### src/rtl/addsub_nibble_seq_if.sv
// Request-side bundle of the nibble-serial add/subtract sequencer.
// The master drives a request and the slave (the sequencer) returns status and results.
interface addsub_nibble_seq_if #(
  parameter int unsigned NIBBLES = 4
);
  logic                   start;
  logic                   op;
  logic [4*NIBBLES-1:0]   a;
  logic [4*NIBBLES-1:0]   b;
  logic                   busy;
  logic                   done;
  logic [4*NIBBLES-1:0]   result;
  logic                   cout;
  logic                   ovf;

  modport master (
    output start, op, a, b,
    input  busy, done, result, cout, ovf
  );

  modport slave (
    input  start, op, a, b,
    output busy, done, result, cout, ovf
  );
endinterface

### src/rtl/addsub_nibble_seq.sv
// Wide add/subtract sequencer: drives a shared external 4-bit adder-subtractor one nibble
// per clock, LSB nibble first, and owns the operand, shadow, result and carry registers.
module addsub_nibble_seq #(
  parameter int unsigned NIBBLES = 4
) (
  input  logic                clk,
  input  logic                rst_n,
  addsub_nibble_seq_if.slave  req,
  output logic [3:0]          dp_a,
  output logic [3:0]          dp_b,
  output logic                dp_cin,
  input  logic [3:0]          dp_sum,
  input  logic                dp_cout
);

  localparam int unsigned W    = 4 * NIBBLES;
  localparam int unsigned IdxW = (NIBBLES > 1) ? $clog2(NIBBLES) : 1;
  localparam logic [IdxW-1:0] LastIdx = IdxW'(NIBBLES - 1);

  typedef enum logic {StIdle, StRun} state_e;

  state_e          state;
  logic [W-1:0]    a_reg;
  logic [W-1:0]    b_reg;
  logic            op_reg;
  logic            carry;
  logic [IdxW-1:0] idx;
  logic [W-1:0]    shadow;
  logic [W-1:0]    result_reg;
  logic            busy_reg;
  logic            done_reg;
  logic            cout_reg;
  logic            ovf_reg;

  logic [3:0]      a_nib;
  logic [3:0]      b_nib;
  logic [W-1:0]    shadow_next;

  // Select the current operand nibbles and merge the datapath sum into the shadow copy.
  always_comb begin
    a_nib       = 4'h0;
    b_nib       = 4'h0;
    shadow_next = shadow;
    for (int i = 0; i < NIBBLES; i++) begin
      if (idx == IdxW'(i)) begin
        a_nib                = a_reg[4*i +: 4];
        b_nib                = b_reg[4*i +: 4];
        shadow_next[4*i +: 4] = dp_sum;
      end
    end
  end

  // Datapath drive; B is pre-XORed with carry because the datapath re-inverts B by cin.
  always_comb begin
    dp_a   = 4'h0;
    dp_b   = 4'h0;
    dp_cin = 1'b0;
    if (state == StRun) begin
      dp_a   = a_nib;
      dp_b   = b_nib ^ {4{op_reg}} ^ {4{carry}};
      dp_cin = carry;
    end
  end

  // Sequencer FSM with registered status and result outputs.
  always_ff @(posedge clk or negedge rst_n) begin
    if (!rst_n) begin
      state      <= StIdle;
      a_reg      <= '0;
      b_reg      <= '0;
      op_reg     <= 1'b0;
      carry      <= 1'b0;
      idx        <= '0;
      shadow     <= '0;
      result_reg <= '0;
      busy_reg   <= 1'b0;
      done_reg   <= 1'b0;
      cout_reg   <= 1'b0;
      ovf_reg    <= 1'b0;
    end else begin
      done_reg <= 1'b0;
      case (state)
        StIdle: begin
          if (req.start) begin
            a_reg    <= req.a;
            b_reg    <= req.b;
            op_reg   <= req.op;
            carry    <= req.op;
            idx      <= '0;
            busy_reg <= 1'b1;
            state    <= StRun;
          end
        end
        StRun: begin
          shadow <= shadow_next;
          carry  <= dp_cout;
          if (idx == LastIdx) begin
            result_reg <= shadow_next;
            cout_reg   <= dp_cout;
            ovf_reg    <= (a_reg[W-1] == (b_reg[W-1] ^ op_reg)) &&
                          (shadow_next[W-1] != a_reg[W-1]);
            done_reg   <= 1'b1;
            busy_reg   <= 1'b0;
            idx        <= '0;
            state      <= StIdle;
          end else begin
            idx <= idx + 1'b1;
          end
        end
        default: state <= StIdle;
      endcase
    end
  end

  assign req.busy   = busy_reg;
  assign req.done   = done_reg;
  assign req.result = result_reg;
  assign req.cout   = cout_reg;
  assign req.ovf    = ovf_reg;

endmodule

### src/flat_wrapper.sv
// flat-port wrapper written by rule: the top's interface ports become plain ports
module addsub_nibble_seq_flat 
#(
  parameter int unsigned NIBBLES = 4
)
  (clk, rst_n, dp_a, dp_b, dp_cin, dp_sum, dp_cout, req_start, req_op, req_a, req_b, req_busy, req_done, req_result, req_cout, req_ovf);
  addsub_nibble_seq_if #(.NIBBLES(NIBBLES)) req_i ();
  input  logic clk;
  input  logic rst_n;
  output logic [3:0] dp_a;
  output logic [3:0] dp_b;
  output logic dp_cin;
  input  logic [3:0] dp_sum;
  input  logic dp_cout;
  input wire logic [$bits(req_i.start)-1:0] req_start;
  input wire logic [$bits(req_i.op)-1:0] req_op;
  input wire logic [$bits(req_i.a)-1:0] req_a;
  input wire logic [$bits(req_i.b)-1:0] req_b;
  output wire logic [$bits(req_i.busy)-1:0] req_busy;
  output wire logic [$bits(req_i.done)-1:0] req_done;
  output wire logic [$bits(req_i.result)-1:0] req_result;
  output wire logic [$bits(req_i.cout)-1:0] req_cout;
  output wire logic [$bits(req_i.ovf)-1:0] req_ovf;
  assign req_i.start = req_start;
  assign req_i.op = req_op;
  assign req_i.a = req_a;
  assign req_i.b = req_b;
  assign req_busy = req_i.busy;
  assign req_done = req_i.done;
  assign req_result = req_i.result;
  assign req_cout = req_i.cout;
  assign req_ovf = req_i.ovf;
  addsub_nibble_seq #(.NIBBLES(NIBBLES)) u_core (.clk(clk), .rst_n(rst_n), .req(req_i), .dp_a(dp_a), .dp_b(dp_b), .dp_cin(dp_cin), .dp_sum(dp_sum), .dp_cout(dp_cout));
endmodule
### config.mk
export PLATFORM = sky130hd
export DESIGN_NAME = addsub_nibble_seq_flat
export DESIGN_NICKNAME = d
export VERILOG_FILES = /design/src/rtl/addsub_nibble_seq_if.sv /design/src/rtl/addsub_nibble_seq.sv /design/src/flat_wrapper.sv
export SDC_FILE = /design/constraint.sdc
export NUM_CORES = 1
export LEC_CHECK = 0
export ABC_AREA = 1
export CAP_MARGIN = 20
export CORE_MARGIN = 4
export CORE_UTILIZATION = 54
export CTS_CLUSTER_SIZE = 8
export DETAILED_ROUTE_END_ITERATION = 10
export GPL_ROUTABILITY_DRIVEN = 0
export HOLD_SLACK_MARGIN = 0.08
export PLACE_DENSITY = 0.84
export SLEW_MARGIN = 20
export SYNTH_ARGS = -nofsm -noshare
export SYNTH_HDL_FRONTEND = slang
export SYNTH_SLANG_ARGS = --single-unit
### constraint.sdc
create_clock -name clk -period 4.2 [get_ports clk]
set_clock_uncertainty 0.1 [all_clocks]
set_input_delay 0.84 -clock clk [delete_from_list [all_inputs] [get_ports clk]]
set_output_delay 0.84 -clock clk [all_outputs]
set_load 0.005 [all_outputs]
[After elaboration in Yosys (flattened, before gate mapping)]
Cells that the tools add are included.
Word-level totals
  input bits: 41
  output and inout port bits: 29
  logic and storage cells: 57
  register bits after elaboration: 73
Operators by class
  reductions and logical operators: 5
  add/subtract/negate cells: 1
  mux-type cells: 28
  bitwise logic cells: 4
  equality and inequality tests: 7
Operators with widths (number)
  $mux W4: 14
  $mux W1: 8
  $xor A4 B4 Y4: 2
  $pmux W1 S2: 3
  $reduce_and A2 Y1: 3
  $eq A2 B2 Y1 const B: 2
  $mux W2: 2
  $ne A2 B2 Y1 const B: 2
  $pmux W2 S2: 1
  $add A2 B1 Y2 const B: 1
  $eq A2 B1 Y1 const B: 1
  $logic_not A2 Y1: 1
  $eq A1 B1 Y1: 1
  $logic_and A1 B1 Y1: 1
  $ne A1 B1 Y1: 1
  $not A1 Y1: 1
  $xor A1 B1 Y1: 1

[Longest topological paths before layout]
Gate-level depths: netlist (run 1).
  word-level depth: 8
  depth in mapped cells: 10
  depth with buffers taken out: 9

[Worst setup path after synthesis (run 1)]
Ideal clock, no wire load.
  kind: reg-to-output
  start point: register u_core.idx[0]
  end point: output dp_b[0]
  setup slack: 1.952 ns
  data required time: 3.260 ns
  cell stages (with the launch flop): 11
  data arrival time: 1.308 ns
  path buffers: 1
  path through: dfrtp_1 inv_1 ha_1 buf_2 inv_1 nor2_1 nor2_1 nand2_1 nand3_1 nand2_1 nor2_1
On the way
  longest elaborated chain between the ends: 8
  elaborated cells between the ends (all ways): 11
  classes of those cells: eq/ne (3); mux (5); bitwise (2); reduce/logical (1)
RTL lines
  from (decl): line addsub_nibble_seq.sv:27  | logic [IdxW-1:0] idx;
  from (signal assigned): line addsub_nibble_seq.sv:107  | idx <= idx + 1'b1;
  $logic_not A2 Y1: line addsub_nibble_seq.sv:45  | if (idx == IdxW'(i)) begin
  $mux W4 (3 in a row): line addsub_nibble_seq.sv:45
  $mux W4 (*): line addsub_nibble_seq.sv:45
  $xor A4 B4 Y4 (*) (2 in a row): line addsub_nibble_seq.sv:60  | dp_b = b_nib ^ {4{op_reg}} ^ {4{carry}};
  $mux W4 (*): line addsub_nibble_seq.sv:58  | if (state == StRun) begin
  to (decl): line flat_wrapper.sv:11  | output logic [3:0] dp_b;
Mark *: on every way between the ends. The rest lies on a longest branch, timed or not.

[Final worst setup path (run 1)]
Same ends and word-level chain as after synthesis.

==> metrics.md, run 1 <==
| Metric | Value |
|---|---|
| Vias | `2832` |
| Max-slew violation count | `0` |
| Final Power | `0.003238 W` |
| # port buffers | `69` |
| Top-level port count | `70` |
| Final ANT Viol Nets | `0` |
| Commonest non-fill, non-tap cell in the layout | `nand2_1` |
| Worst Max-Slew Pin Slew | `0.9325 ns` |
| Most frequent cells in the layout | `nand2_1 (208), dfrtp_1 (70), clkdlybuf4s50_1 (68)` |
| CP cell instances | `inv_1 -> ha_1 -> inv_1 -> nor2_1 -> nor2_1 -> nand2_1 -> a21oi_1 -> nor2_1 -> clkdlybuf4s50_1` |
| Post-synth top area share | `53.97%` |
| CP most frequent cell | `nor2_1` |
| Min Tclk post-route | `3.614 ns` |
| Origin of the critical flop-to-flop path | `u_core.idx[0]` |
| Core region area | `5675 sq um` |
| Mean post-synth cell area | `7.935 sq um` |
| Die width | `85.53 um` |
| CTS root buf | `clkbuf_8` |
| Share of cells above drive strength 1 | `5.451%` |
| Area delta synth->final | `27.53%` |
| Max-Cap Viols | `0` |
| Setup TNS Final | `0 ns` |
| Synth area leader | `dfrtp_1` |
| Max incr delay on CP | `0.52 ns` |
| Post-CTS Setup Bufs | `0` |
| Antenna violations before repair | `0` |
| Crit path required time | `3.26 ns` |
| Crit-path max FO | `17` |
| Clk Latency, worst-skew pair | `0.34 ns` |
| Hold Violations, Final | `0` |
| Status | `complete, no violations` |
| Dpl cell area | `3905 sq um` |
| WP data arrival | `2.67 ns` |
| Critical path type | `reg -> out` |
| HP Class | `reg -> reg` |
| DR DRC count | `0` |
| Die Area | `7315 sq um` |
| Post-Syn Area | `3246 sq um` |
| Register area share after synthesis | `53.97%` |
| Post-Syn Instances | `409` |
| Post-DP HPWL | `5.224 mm` |
| WL/cell | `14.08 um` |
| Router iterations before antenna repair | `4` |
| Starting Density | `57.19%` |
| Vias per std cell | `5.158` |
| Leak | `2.099 nW` |
| Worst setup SP type | `flop` |
| Die Y | `85.53 um` |
| Nets | `517` |
| Post-synth EDFFs | `0` |
| Final setup vio count | `0` |
| Drt total wl | `7.731 mm` |
| CTS Hold Bufs | `0` |
| Largest net degree at the start of global routing | `43` |
| R2R depth | `6` |
| Grt ovf | `0` |
| Finished Core Util | `72.93%` |
| Unique masters post-synth | `21` |
| H-tree levels | `3` |
| R2R Setup Slk | `2.11 ns` |
| Setup crit end kind | `output pin` |
| Synth top area cells | `dfrtp_1 (54%), nand2_1 (24%), o21ai_0 (4.9%)` |
| CTS tree | `yes` |
| CP Capture Point | `dp_b[0]` |
| PD cells | `782.2 nW/um^2` |
| Total GRT Usage | `22.49%` |
| Synthesized flop and latch total | `70` |
| Worst Hold Depth | `2` |
| Maximum clock path buffer count | `2` |
| CTS Sinks | `70` |
| Slowest CP cell | `clkdlybuf4s50_1` |
| Clock buffer count from CTS | `9` |
| Global-route wire length before repair | `12.93 mm` |
| Detailed Route Iter0 Violations | `207` |
| Final period utilization | `86.04%` |
| Synthesized Nets | `454` |
| Clock transition at the registers of the reported paths | `0.07 ns` |
| Vias in the first global route | `2849` |
| Yosys warns | `0` |
| CTS resizes | `0` |
| R2R Path End | `u_core.shadow[15]` |
| Inserted Diodes | `0` |
| Most common flop cell mapped by yosys | `dfrtp_1` |
| Setup crit start | `u_core.idx[0]` |
| Design area | `4139 sq um` |
| Peak VDD IR | `0.4871 mV` |
| Floorplan row count | `27` |
| Post-synth ARST share | `100.0%` |
| RSZ-0062 raised after global routing | `no` |
| Rel. slew slack | `37.84%` |
| Highest clock rate | `276.7 MHz` |
[critical path, delay by kind of cell, from the launching register on]
kind | cells | cell delay [ns]
buffers and inverters | 3 | 0.90
adder cells (fa/ha/maj) | 1 | 0.49
AND/OR/NAND/NOR | 4 | 0.43
flip-flops | 1 | 0.42
AO/OA/AOI/OAI | 1 | 0.09
[synthesized netlist by cell type, types with 3 or more instances]
library cell  instances
dfrtp_1              70
inv_2                 3
a21oi_1              12
o21ai_0              32
clkbuf_1              3
inv_1                22
o2111ai_1             3
nand2_1             208
nor2_1               13
nand3_1              14
buf_2                 8
buf_4                 5
ha_1                  4
[where the power goes]
part,switching [W],internal (W)
Clock,0.000252,0.000383
Combinational,0.000799,0.000643
Sequential,0.000176,0.000984
Total,0.00123,0.00201
[logic make-up after synthesis]
| group | Yosys count | share of synthesized area, % |
|---|---|---|
| xor gates and xnor gates | 2 | 0.7712 |
| and+or+nand+nor | 239 | 28.49 |
| buffers and inverters | 46 | 7.363 |
| DFF | 70 | 53.97 |
| AOI/OAI and AO/OA | 48 | 7.864 |
| adders and majority gates | 4 | 1.542 |
[worst min path at each step]
stage	startpoint	slack [ns]	to
2_1_floorplan	u_core.b_reg[14]	0.34	u_core.b_reg[14]
3_3_place_gp	u_core.b_reg[14]	0.36	u_core.b_reg[14]
3_5_place_dp	u_core.b_reg[14]	0.36	u_core.b_reg[14]
4_1_cts	u_core.b_reg[14]	0.38	u_core.b_reg[14]
5_1_grt	u_core.req.result[0]	0.40	u_core.req.result[0]
6_report	u_core.req.result[2]	0.38	u_core.req.result[2]
[stage by stage]
stage / std cells / hold WS (ns) / worst slack, ns
global route: 549 / 0.4032 / 0.4011
floorplan: 409 / 0.3412 / 1.952
finish: 549 / 0.3774 / 0.5864
global placement: 533 / 0.3580 / 1.121
detailed placement: 533 / 0.3612 / 1.006
CTS: 549 / 0.3798 / 0.6009
[final cells by class]
class / count / area [sq um]
flip-flops and latches: 70 / 1752
fillers: 422 / 1536
multi-input cells: 293 / 1255
repair buffers: 72 / 708.2
clock buffers: 13 / 168.9
inverters: 26 / 100.1
well taps: 72 / 90.09
clock inverters: 3 / 65.06
[routing by layer]
metal | wire [um] | vias to the layer above | global-route usage (%)
met5 | 0 | - | 0
met4 | 177 | 0 | 10.22
met3 | 453 | 17 | 4.131
met2 | 3908 | 106 | 38.77
met1 | 3192 | 1322 | 27.39
li1 | - | 1387 | -
(Power assumes the default switching activity.)
==> run 2: changes to the inputs <==
Settings changed: CAP_MARGIN 20 to default.
==> results of run 2 <==
No change in the layout: final DEF, timing and power equal those of run 1.
